==> config.mk <==
export PLATFORM = sky130hd
export DESIGN_NAME = hazard_control_unit
export DESIGN_NICKNAME = d
export VERILOG_FILES = /design/src/rtl/hazard_control_unit.sv
export SDC_FILE = /design/constraint.sdc
export NUM_CORES = 1
export LEC_CHECK = 0
export CELL_PAD_IN_SITES_DETAIL_PLACEMENT = 1
export CELL_PAD_IN_SITES_GLOBAL_PLACEMENT = 1
export CORE_MARGIN = 2
export CORE_UTILIZATION = 37
export CTS_BUF_LIST = sky130_fd_sc_hd__clkbuf_2 sky130_fd_sc_hd__clkbuf_4 sky130_fd_sc_hd__clkbuf_8
export CTS_CLUSTER_SIZE = 14
export DETAILED_ROUTE_END_ITERATION = 10
export PLACE_DENSITY = 0.81
export SKIP_LAST_GASP = 1
export SYNTH_ARGS = -nofsm -noshare
export SYNTH_HDL_FRONTEND = slang
export SYNTH_SLANG_ARGS = --single-unit
==> constraint.sdc <==
create_clock -name clk -period 3.36 [get_ports clk]
set_clock_uncertainty 0.05 [all_clocks]
set_input_delay 1.008 -clock clk [delete_from_list [all_inputs] [get_ports clk]]
set_output_delay 1.008 -clock clk [all_outputs]
set_load 0.05 [all_outputs]
==> src/rtl/hazard_control_unit.sv <==
// Pipeline hazard controller: turns load-use, taken-branch and data-memory wait
// conditions into stall/flush/PC-redirect strobes and keeps saturating event counters.
module hazard_control_unit #(
    parameter int unsigned NUM_REGISTERS_LOG2 = 5,
    parameter int unsigned MEM_OP_BITS        = 2,
    parameter int unsigned LOAD_USE_STALLS    = 1,
    parameter int unsigned MEM_TIMEOUT        = 255,
    parameter int unsigned CNT_WIDTH          = 16
) (
    input  logic                          clk,
    input  logic                          reset_n,
    input  logic [NUM_REGISTERS_LOG2-1:0] if_id_rs,
    input  logic [NUM_REGISTERS_LOG2-1:0] if_id_rt,
    input  logic [NUM_REGISTERS_LOG2-1:0] id_ex_rt,
    input  logic                          id_ex_mem_to_reg,
    input  logic                          ex_mem_beq,
    input  logic                          ex_mem_bne,
    input  logic                          ex_mem_compare,
    input  logic [MEM_OP_BITS-1:0]        ex_mem_mem_op,
    input  logic                          mem_ready,
    output logic                          stall_if,
    output logic                          stall_id,
    output logic                          flush_id_ex,
    output logic                          flush_ex_mem,
    output logic                          pc_load_branch,
    output logic                          mem_timeout_err,
    output logic [CNT_WIDTH-1:0]          stall_count,
    output logic [CNT_WIDTH-1:0]          flush_count,
    output logic [1:0]                    dbg_state
);

    typedef enum logic [1:0] {
        ST_RUN        = 2'd0,
        ST_LOAD_STALL = 2'd1,
        ST_MEM_WAIT   = 2'd2
    } state_t;

    localparam int unsigned    WAIT_W      = $clog2(MEM_TIMEOUT + 1);
    localparam logic [2:0]     BUBBLE_INIT = 3'(LOAD_USE_STALLS - 1);
    localparam logic [WAIT_W-1:0] WAIT_LIMIT = WAIT_W'(MEM_TIMEOUT);
    localparam logic [CNT_WIDTH-1:0] CNT_MAX = '1;

    state_t               state_q, state_d;
    logic [2:0]           bubble_q, bubble_d;
    logic [WAIT_W-1:0]    wait_q, wait_d;
    logic [WAIT_W-1:0]    wait_inc;
    logic                 err_q, err_d;
    logic [CNT_WIDTH-1:0] stall_cnt_q, stall_cnt_d;
    logic [CNT_WIDTH-1:0] flush_cnt_q, flush_cnt_d;

    logic taken, load_use, mem_busy;
    logic stall, flush, stall_inc, flush_inc;

    assign taken    = (ex_mem_beq & ex_mem_compare) | (ex_mem_bne & ~ex_mem_compare);
    assign load_use = id_ex_mem_to_reg & (id_ex_rt != '0) &
                      ((id_ex_rt == if_id_rs) | (id_ex_rt == if_id_rt));
    assign mem_busy = (ex_mem_mem_op != '0) & ~mem_ready;
    assign wait_inc = wait_q + 1'b1;

    always_comb begin
        state_d   = state_q;
        bubble_d  = bubble_q;
        wait_d    = wait_q;
        err_d     = err_q;
        stall     = 1'b0;
        flush     = 1'b0;
        stall_inc = 1'b0;
        flush_inc = 1'b0;
        case (state_q)
            ST_RUN: begin
                if (taken) begin
                    flush     = 1'b1;
                    flush_inc = 1'b1;
                end else if (mem_busy) begin
                    stall     = 1'b1;
                    stall_inc = 1'b1;
                    // A timeout of one cycle expires on the entry cycle itself.
                    if (MEM_TIMEOUT <= 1) begin
                        err_d  = 1'b1;
                        wait_d = '0;
                    end else begin
                        wait_d  = WAIT_W'(1);
                        state_d = ST_MEM_WAIT;
                    end
                end else if (load_use) begin
                    stall     = 1'b1;
                    stall_inc = 1'b1;
                    if (LOAD_USE_STALLS > 1) begin
                        bubble_d = BUBBLE_INIT;
                        state_d  = ST_LOAD_STALL;
                    end
                end
            end
            ST_LOAD_STALL: begin
                if (taken) begin
                    flush     = 1'b1;
                    flush_inc = 1'b1;
                    bubble_d  = '0;
                    state_d   = ST_RUN;
                end else begin
                    stall     = 1'b1;
                    stall_inc = 1'b1;
                    bubble_d  = bubble_q - 1'b1;
                    if (bubble_q <= 3'd1) begin
                        state_d = ST_RUN;
                    end
                end
            end
            ST_MEM_WAIT: begin
                // Branches are not evaluated here: a branch never carries a memory op.
                if (mem_busy) begin
                    stall     = 1'b1;
                    stall_inc = 1'b1;
                    if (wait_inc >= WAIT_LIMIT) begin
                        err_d   = 1'b1;
                        wait_d  = '0;
                        state_d = ST_RUN;
                    end else begin
                        wait_d = wait_inc;
                    end
                end else begin
                    wait_d  = '0;
                    state_d = ST_RUN;
                end
            end
            default: begin
                state_d  = ST_RUN;
                bubble_d = '0;
                wait_d   = '0;
            end
        endcase

        stall_cnt_d = stall_cnt_q;
        flush_cnt_d = flush_cnt_q;
        if (stall_inc && (stall_cnt_q != CNT_MAX)) begin
            stall_cnt_d = stall_cnt_q + 1'b1;
        end
        if (flush_inc && (flush_cnt_q != CNT_MAX)) begin
            flush_cnt_d = flush_cnt_q + 1'b1;
        end
    end

    always_ff @(posedge clk or negedge reset_n) begin
        if (!reset_n) begin
            state_q     <= ST_RUN;
            bubble_q    <= '0;
            wait_q      <= '0;
            err_q       <= 1'b0;
            stall_cnt_q <= '0;
            flush_cnt_q <= '0;
        end else begin
            state_q     <= state_d;
            bubble_q    <= bubble_d;
            wait_q      <= wait_d;
            err_q       <= err_d;
            stall_cnt_q <= stall_cnt_d;
            flush_cnt_q <= flush_cnt_d;
        end
    end

    // Strobes are forced low while reset is held, even if hazard inputs are active.
    assign stall_if        = reset_n & stall;
    assign stall_id        = reset_n & stall;
    assign flush_id_ex     = reset_n & flush;
    assign flush_ex_mem    = reset_n & flush;
    assign pc_load_branch  = reset_n & flush;
    assign mem_timeout_err = err_q;
    assign stall_count     = stall_cnt_q;
    assign flush_count     = flush_cnt_q;
    assign dbg_state       = state_q;

endmodule

# --- After elaboration in Yosys (flattened, before gate mapping) ---
# Cells that the tools add are included.
word_totals:
  ff_bits: 46
  input_bits: 24
  output_inout_bits: 40
  word_cells: 66
op_classes:
  addsub: 4
  order_cmp: 2
  n_eq_ne: 10
  muxes: 22
  n_bitwise: 12
  n_reduce_logical: 10
ops:
  columns: ["operator", "count"]
  rows:
  - ["adder 16 x 1 -> 16 bit, second input constant", 2]
  - ["2-to-1 mux 8 bit", 4]
  - ["inequality test 16 bit, second input constant", 2]
  - ["case mux 8 bit (3 select lines)", 1]
  - ["2-to-1 mux 2 bit", 6]
  - ["equality test 5 bit", 2]
  - ["adder 8 x 1 -> 8 bit, second input constant", 1]
  - ["greater-or-equal comparator 8 bit, second input constant", 1]
  - ["bitwise AND 1 bit", 7]
  - ["2-to-1 mux 1 bit", 7]
  - ["inequality test 3 bit, second input constant", 2]
  - ["case mux 2 bit (3 select lines)", 1]
  - ["case mux 3 bit (2 select lines)", 1]
  - ["AND reduction 3 bit", 2]
  - ["nonzero test 5 bit", 1]
  - ["inequality test 2 bit, second input constant", 2]
  - ["AND reduction 4 bit", 1]
  - ["OR reduction 2 bit", 2]
  - ["<= comparator 3 x 1 -> 1 bit, second input constant", 1]
  - ["2-to-1 mux 3 bit", 1]
  - ["inverter 1 bit", 3]
  - ["case mux 1 bit (3 select lines)", 1]
  - ["subtractor 3 x 1 -> 3 bit, second input constant", 1]
  - ["equality test 2 x 1 -> 1 bit, second input constant", 1]
  - ["5 further kinds", 7]

# --- Longest topological paths before layout ---
# Gate-level depths: netlist (run 1).
logic_depth:
  word_depth: 8
  depth_mapped: 8
  depth_no_buf: 7

# --- Worst setup path before layout (run 1) ---
# No wires, ideal clock.
synth_timing:
  path_type: "input port to output port"
  start: "input id_ex_rt[1]"
  end: "output stall_if"
  t_arrival_ps: 2404
  t_required_ps: 2302
  setup_slack_ps: -102
  cell_stages: 5
  path_buffers: 1
  path_cell_list: "or4_1 o21ai_0 o21ai_0 and3_2 buf_4"
synth_between:
  elab_chain_len: 8
  elab_cells_between_ends: 11
  cone_classes: "eq/ne: 2; mux: 4; bitwise: 4; reduce/logical: 1"
synth_rtl:
  columns: ["element", "line_no", "text"]
  rows:
  - ["start, declared", "14", "input logic [NUM_REGISTERS_LOG2-1:0] id_ex_rt,"]
  - ["equality test 5 bit or nonzero test 5 bit (tied branches)", "56, 55", null]
  - ["bitwise OR 1 bit or bitwise AND 1 bit (tied branches)", "56, 55", null]
  - ["bitwise AND 1 bit (*)", "55", "assign load_use = id_ex_mem_to_reg & (id_ex_rt != '0) &"]
  - ["2-to-1 mux 1 bit (*)", "85", "end else if (load_use) begin"]
  - ["2-to-1 mux 1 bit (*)", "74", "end else if (mem_busy) begin"]
  - ["2-to-1 mux 1 bit (*)", "71", "if (taken) begin"]
  - ["case mux 1 bit (3 select lines) (*)", "69", "case (state_q)"]
  - ["bitwise AND 1 bit (*)", null, null]
  - ["end, declared", "21", "output logic stall_if,"]
# Every way passes the cells marked *; elsewhere a longest branch is shown, timed or not.

# --- Worst setup path in the final report (run 1) ---
layout_timing:
  start: "input id_ex_rt[4]"
  end: "output stall_id"
layout_between:
  elab_chain_len: 8
  elab_cells_between_ends: 11
  cone_classes: "eq/ne: 2; mux: 4; bitwise: 4; reduce/logical: 1"
layout_rtl:
  columns: ["element", "line_no", "text"]
  rows:
  - ["equality test 5 bit or nonzero test 5 bit (tied branches)", "56, 55", null]
  - ["bitwise OR 1 bit or bitwise AND 1 bit (tied branches)", "56, 55", null]
  - ["bitwise AND 1 bit (*)", "55", null]
  - ["2-to-1 mux 1 bit (*)", "85", null]
  - ["2-to-1 mux 1 bit (*)", "74", null]
  - ["2-to-1 mux 1 bit (*)", "71", null]
  - ["case mux 1 bit (3 select lines) (*)", "69", null]
  - ["bitwise AND 1 bit (*)", "163", "assign stall_id = reset_n & stall;"]
  - ["end, declared", "22", "output logic stall_id,"]
# Marked as above.

==> summary.md, run 1 <==
| Metric | Value |
|---|---|
| Run status | `finished, violations left` |
| Failing checks | `setup timing` |
| Share of final-layout standard cells stronger than drive strength 1 | `18.5%` |
| H-tree depth reported by CTS | `2` |
| Syn-to-layout area delta | `41.8%` |
| Number of hold violations in the final report | `0` |
| Synth Register Bits | `42` |
| Maximum clock frequency | `292 MHz` |
| Count of cells along the worst register-to-register path | `8` |
| Total gr overflow | `0` |
| Wirelength per Cell | `16.5 microns` |
| Most frequently used flop master after synthesis | `sky130_fd_sc_hd__dfrtp_1` |
| Worst-case clock buffer depth | `2` |
| Summed instance area of the synthesized netlist | `2260 sq um` |
| Critical R2R Capture | `wait_q[3]` |
| Core area | `5920 sq um` |
| Largest net degree at the start of global routing | `32` |
| Maximum Capacitance Violations | `0` |
| Die height | `82.2 microns` |
| Global-route wire length before repair | `10,400 microns` |
| Worst R2R Setup Slack | `710 ps` |
| Number of clock sinks | `42` |
| Kind of end point of the critical path | `output pin` |
| Beginning of the worst register-to-register path | `wait_q[0]` |
| DRC violations left | `0` |
| Drt first pass iters | `4` |
| Cell depth of the worst hold path | `1` |
| Crit path time final | `3420 ps` |
| Number of nets with antenna violations after routing | `0` |
| Total power per unit cell area | `634 nW/um^2` |
| Slew margin rel. | `41.5%` |
| Data arrival time of the critical path | `2360 ps` |
| Via density per instance | `5.36` |
| Placer Congestion | `0.763` |
| Inserted Clock Buffers | `5` |
| Worst hold path class | `reg -> reg` |
| Die Wd | `82.2 microns` |
| Final standard cell count with taps included and fillers excluded | `383` |
| Iteration-0 DRC count of the detailed router | `41` |
| Min-Delay Endpoint | `flush_count[15]` |
| Share of flip-flops with an asynchronous set or reset after synthesis | `100%` |
| Cells after DPL | `372` |
| Hold_buf cts | `0` |
| Final count of negative-setup-slack endpoints | `2` |
| Register area share after synthesis | `46.5%` |
| Leakage power of the design | `1.44 nW` |
| Root Driver | `sky130_fd_sc_hd__clkbuf_8` |
| Total GRT Usage | `20.0%` |
| Clock slew seen by the registers of the worst setup and hold paths | `70 ps` |
| Power, Total | `0.00203 W` |
| Initial core utilization | `38.2%` |
| YS warnings | `0` |
| Slew Viols, Final | `0` |
| Number of placement rows | `28` |
| Distinct cell type count of the synthesized netlist | `42` |
| Series of cell instances along the critical path | `clkdlybuf4s15_2 -> or4_4 -> o21ai_2 -> o21ai_2 -> and3_4 -> buf_12` |
| Slowest cell on crit path | `sky130_fd_sc_hd__or4_4` |
| Peak supply drop | `506 uV` |
| Data required time of the worst path | `2300 ps` |
| Detailed Place HPWL | `4490 microns` |
| TritonCTS clock tree | `yes` |
| Die outline area | `6750 sq um` |
| Number of enable flip-flop cells after synthesis | `0` |
| Startpoint of the lowest-slack hold path | `flush_count[15]` |
| Number of global-route vias before repair | `2,168` |
| Inserted Diodes | `0` |
| Nets | `337` |
| Largest area contributor in the netlist | `sky130_fd_sc_hd__dfrtp_1` |
| Worst Setup Path Type | `in -> out` |
| Crit path largest cell delay | `430 ps` |
| Post-synth net total | `258` |
| Critical Path Source Type | `input pin` |
| Number of port buffers | `62` |
| Actual slew at the worst max-slew pin | `863 ps` |
| CP most frequent cell | `sky130_fd_sc_hd__o21ai_2` |
| Clock Latency Late Sink | `290 ps` |
| Post-synth top area share | `46.5%` |
| Number of top-level pins | `64` |
| Synthesized instance count | `230` |
| Antenna violations before repair | `0` |
| Avg Synthesized Cell Area | `9.83 sq um` |
| Final critical-path share of the clock period | `102%` |
| Synth area leaders | `sky130_fd_sc_hd__dfrtp_1 (46%), sky130_fd_sc_hd__xor2_1 (10%), sky130_fd_sc_hd__xnor2_1 (4.3%)` |
| Leading cell types by count after synthesis | `sky130_fd_sc_hd__dfrtp_1 (42), sky130_fd_sc_hd__xor2_1 (26), sky130_fd_sc_hd__nor2_1 (23), sky130_fd_sc_hd__nand2_1 (21)` |
| Most numerous cell in the Yosys netlist | `sky130_fd_sc_hd__dfrtp_1` |
| Hold Worst Slack | `443 ps` |
| Worst-path maximum fanout | `3` |
| Smallest setup slack after layout | `-61.8 ps` |
| Total number of vias | `2,052` |
| Routed wire length | `6330 microns` |
==> critical path, delay by kind of cell <==
family / cells / cell delay [ps]
and+or+nand+nor: 2 / 630
buffers and inverters: 2 / 380
AOI/OAI and AO/OA: 2 / 340
==> report_power, final <==
group	switching, W	internal, W
Clock	0.000164	0.000159
Combinational	0.000597	0.000356
Sequential	0.000148	0.000611
Total	0.000908	0.00112
==> per-layer routing <==
metal / vias to the layer above / GRT usage, % / wire (microns)
li1: 954 / - / -
met1: 1020 / 24.4 / 2680
met2: 55 / 34.7 / 3150
met3: 23 / 3.91 / 289
met4: 0 / 8.17 / 210
met5: - / 0 / 0
==> repair_timing <==
| action | 4_1_cts | 5_1_grt |
|---|---|---|
| setup buffers | 3 | 2 |
| resized for setup | 37 | 8 |
| pin swaps | 9 | 7 |
| cloned | 0 | 0 |
| setup endpoints to repair | 5 | 5 |
==> flip-flops by register name, indices dropped and copies added, names as in the netlist <==
register	flops
stall_count	16
wait_q	8
dbg_state	1
flush_count	16
mem_timeout_err	1
==> layout by cell type, fill, tap and decap left out, drive strengths merged, types with 3 or more instances in the layout <==
master / n
or2: 5
xor2: 26
nor2: 23
clkdlybuf4s50: 40
a21oi: 3
nor3: 12
dfrtp: 42
nor4: 9
and3: 3
a211o: 4
buf: 26
inv: 5
xnor2: 11
nand3: 10
clkbuf: 6
ha: 4
nand4: 10
nand2: 22
o21ai: 7
and2: 3
clkdlybuf4s15: 4
dlygate4sd2: 8
==> how the worst max path moves through the flow <==
stage,slack [ps],end,cells after the start,startpoint
3_3_place_gp,-340,stall_if,6,id_ex_rt[1]
2_1_floorplan,50,stall_if,5,id_ex_rt[1]
6_report,-60,stall_id,6,id_ex_rt[4]
5_1_grt,-90,stall_id,6,id_ex_rt[4]
4_1_cts,9,stall_id,7,id_ex_rt[4]
3_5_place_dp,-390,stall_id,7,id_ex_rt[0]
==> final cells by class <==
| cell class | instances | area [sq um] |
|---|---|---|
| Fill cell | 675 | 2710 |
| Multi-Input combinational cell | 176 | 1190 |
| Sequential cell | 42 | 1050 |
| Timing Repair Buffer | 79 | 773 |
| Tap cell | 75 | 93.8 |
| Clock buffer | 6 | 82.6 |
| Inverter | 5 | 18.8 |
==> through the flow <==
| stage | cell area, sq um | setup TNS, ps | worst slack [ps] | util [%] |
|---|---|---|---|---|
| floorplan | 2260 | 0 | 50.7 | - |
| CTS | 3170 | 0 | 8.80 | 53.6 |
| global route | 3210 | -172 | -86.2 | 54.2 |
| global placement | 3060 | -701 | -345 | 51.6 |
| finish | 3210 | -123 | -61.8 | 54.2 |
| detailed placement | 3060 | -811 | -386 | 51.6 |
==> cells by family after synthesis <==
kind of cell / share of synthesized area, %
AOI/OAI and AO/OA: 7.97
other: 0.166
xor gates and xnor gates: 14.3
DFF: 46.5
muxes: 1.88
buffers and inverters: 3.38
and+or+nand+nor: 23.6
adders and majority gates: 2.21
No activity file was read; power rests on OpenSTA's default activity.
==> run 2: changes to the inputs <==
--- a/config.mk
+++ b/config.mk
@@ -13,6 +13,7 @@
 export CTS_CLUSTER_SIZE = 14
 export DETAILED_ROUTE_END_ITERATION = 10
 export PLACE_DENSITY = 0.81
+export SKIP_CTS_REPAIR_TIMING = 1
 export SKIP_LAST_GASP = 1
 export SYNTH_ARGS = -nofsm -noshare
 export SYNTH_HDL_FRONTEND = slang
==> run 2 against run 1 <==
The run now ends clean. Wire length is 4.0% lower. Sequential power barely moved. First-iteration DRC count fell by 2.4%. Worst setup slack better by 84 ps. Via count down 2.9%. Critical endpoint unchanged.
==> summary.md, run 2 (synthesis gave the netlist of run 1 again) <==
| Metric | Value |
|---|---|
| Series of cell instances along the critical path | `dlymetal6s2s_1 -> or4_1 -> o21ai_2 -> o21ai_2 -> and3_4 -> buf_12` |
| Switching power total | `0.000906 W (-0.25%)` |
| Final count of negative-setup-slack endpoints | `0 (-2)` |
| Number of global-route vias before repair | `2,104 (-3.0%)` |
| Die outline area | `6750 sq um (unchanged)` |
| Final critical-path share of the clock period | `99.3% (-2.5 points)` |
| H-tree depth reported by CTS | `2 (unchanged)` |
| Leakage power of the design | `1.51 nW (+5.3%)` |
| Global-route wire length before repair | `9930 microns (-4.2%)` |
| CP most frequent cell | `sky130_fd_sc_hd__o21ai_2` |
| Share of final-layout standard cells stronger than drive strength 1 | `16.1% (-2.4 points)` |
| Antenna violations before repair | `0 (unchanged)` |
| Die height | `82.2 microns (unchanged)` |
| Most common cell after layout, fill and taps aside | `sky130_fd_sc_hd__dfrtp_1` |
| Peak supply drop | `507 uV (+0.11%)` |
| Number of placement rows | `28 (unchanged)` |
| Critical Path Source Type | `input pin` |
| Clock slew seen by the registers of the worst setup and hold paths | `70 ps (about the same)` |
| Kind of end point of the critical path | `output pin` |
| Placed instance area | `3060 sq um (unchanged)` |
| Inserted Clock Buffers | `5 (unchanged)` |
| Maximum clock frequency | `300 MHz (+2.5%)` |
| Drt first pass iters | `4 (unchanged)` |
| Crit path largest cell delay | `510 ps (+80 ps)` |
| Total number of vias | `1,993 (-2.9%)` |
| Core area | `5920 sq um (unchanged)` |
| Clk pwr share | `16.0% (about the same)` |
| Syn-to-layout area delta | `41.8% (about the same)` |
| Switch share | `44.7% (+0.056 points)` |
| Inserted Diodes | `0 (unchanged)` |
| Layout Cell Area excl Fill | `3210 sq um (about the same)` |
| Routed wire length | `6080 microns (-4.0%)` |
| Clock Latency Late Sink | `290 ps (about the same)` |
| Actual slew at the worst max-slew pin | `856 ps (-7.52 ps)` |
| Worst hold path class | `reg -> reg` |
| Worst Setup Path Type | `in -> out` |
| Largest net degree at the start of global routing | `32 (unchanged)` |
| Via density per instance | `5.26 (-1.9%)` |
| Nets | `333 (-1.2%)` |
| Run status | `finished clean` |
| Total power per unit cell area | `632 nW/um^2 (-0.34%)` |
| Slew margin rel. | `42.0% (+0.51 points)` |
| Worst-path maximum fanout | `3 (unchanged)` |
| Total gr overflow | `0 (unchanged)` |
| Number of nets with antenna violations after routing | `0 (unchanged)` |
| Slew Viols, Final | `0 (unchanged)` |
| Number of hold violations in the final report | `0 (unchanged)` |
| Crit path time final | `3340 ps (-84.2 ps)` |
| Final standard cell count with taps included and fillers excluded | `379 (-1.0%)` |
| Data arrival time of the critical path | `2280 ps (-80 ps)` |
| Commonest non-fill, non-tap cells in the layout | `sky130_fd_sc_hd__dfrtp_1 (42), sky130_fd_sc_hd__clkdlybuf4s50_1 (40), sky130_fd_sc_hd__xor2_1 (24)` |
| TritonCTS clock tree | `yes` |
| DRC violations left | `0 (unchanged)` |
| Initial core utilization | `38.2% (unchanged)` |
| Number of port buffers | `62 (unchanged)` |
| Number of top-level pins | `64 (unchanged)` |
| Share of the core filled with cells in the final layout | `54.1% (about the same)` |
| Wirelength per Cell | `16.0 microns (-3.0%)` |
| Cells after DPL | `372 (unchanged)` |
| Sequential power share | `37.5% (+0.2 points)` |
| Final sum of negative setup slack | `0 ps (+123 ps)` |
| Root Driver | `sky130_fd_sc_hd__clkbuf_8` |
| Power Internal | `0.00112 W (-0.48%)` |
| Maximum Capacitance Violations | `0 (unchanged)` |
| Number of clock sinks | `42 (unchanged)` |
| Placer Congestion | `0.763 (unchanged)` |
| Iteration-0 DRC count of the detailed router | `40 (-2.4%)` |
| Slowest cell on crit path | `sky130_fd_sc_hd__or4_1` |
| Total GRT Usage | `19.2% (-0.86 points)` |
| Worst-case clock buffer depth | `2 (unchanged)` |
| Detailed Place HPWL | `4490 microns (unchanged)` |
| Combinational Power Share | `46.5% (-0.4 points)` |
| Data required time of the worst path | `2300 ps (about the same)` |
| Die Wd | `82.2 microns (unchanged)` |
==> run 2: power by group through the flow <==
stage | logic, W | registers (W) | clock network [W]
6_report | 0.000942 | 0.000760 | 0.000324
5_1_grt | 0.00100 | 0.000782 | 0.000359
4_1_cts | 0.000937 | 0.000758 | 0.000334
3_5_place_dp | 0.000932 | 0.000767 | 0
3_3_place_gp | 0.000910 | 0.000759 | 0
2_1_floorplan | 0.000292 | 0.00105 | 0
==> run 2: metal layers <==
layer	global-route usage (%)	up-vias	share of wire, %
met2	33.6	42	50
met1	23.7	993	44
met5	0	-	0
met3	3.70	12	4.1
li1	-	946	-
met4	6.33	0	1.8
==> run 2: path summary, 6_finish.rpt <==
kind                                 startpoint              end  slack, ps  depth (start not counted)
worst min register to register  flush_count[15]  flush_count[15]        440                          1
worst max register to register        wait_q[0]        wait_q[3]        730                          8
worst min-delay path            flush_count[15]  flush_count[15]        440                          1
min in group asynchronous               reset_n   stall_count[8]        650                          2
worst max-delay path                id_ex_rt[3]         stall_id         20                          6
max in group asynchronous               reset_n        wait_q[1]       2220                          2
==> run 2: worst max-delay path: cells and delay by family <==
family	cells	cell delay, ps
simple gates	2	680
compound gates	2	270
buf+inv	2	320
==> run 2: area by class of cell <==
| class | instances | area (sq um) |
|---|---|---|
| multi-input combinational | 176 | 1180 |
| inverter | 5 | 18.8 |
| sequential | 42 | 1050 |
| tap | 75 | 93.8 |
| clock buffer | 6 | 82.6 |
| fill | 671 | 2720 |
| timing repair buffer | 75 | 781 |
==> run 2: metrics by stage <==
step | power, W | hold WS, ps | setup WS [ps]
floorplan | 0.00134 | 423 | 50.7
CTS | 0.00203 | 448 | -389
global placement | 0.00167 | 419 | -345
detailed placement | 0.00170 | 436 | -386
finish | 0.00203 | 444 | 22.4
global route | 0.00214 | 456 | -8.86
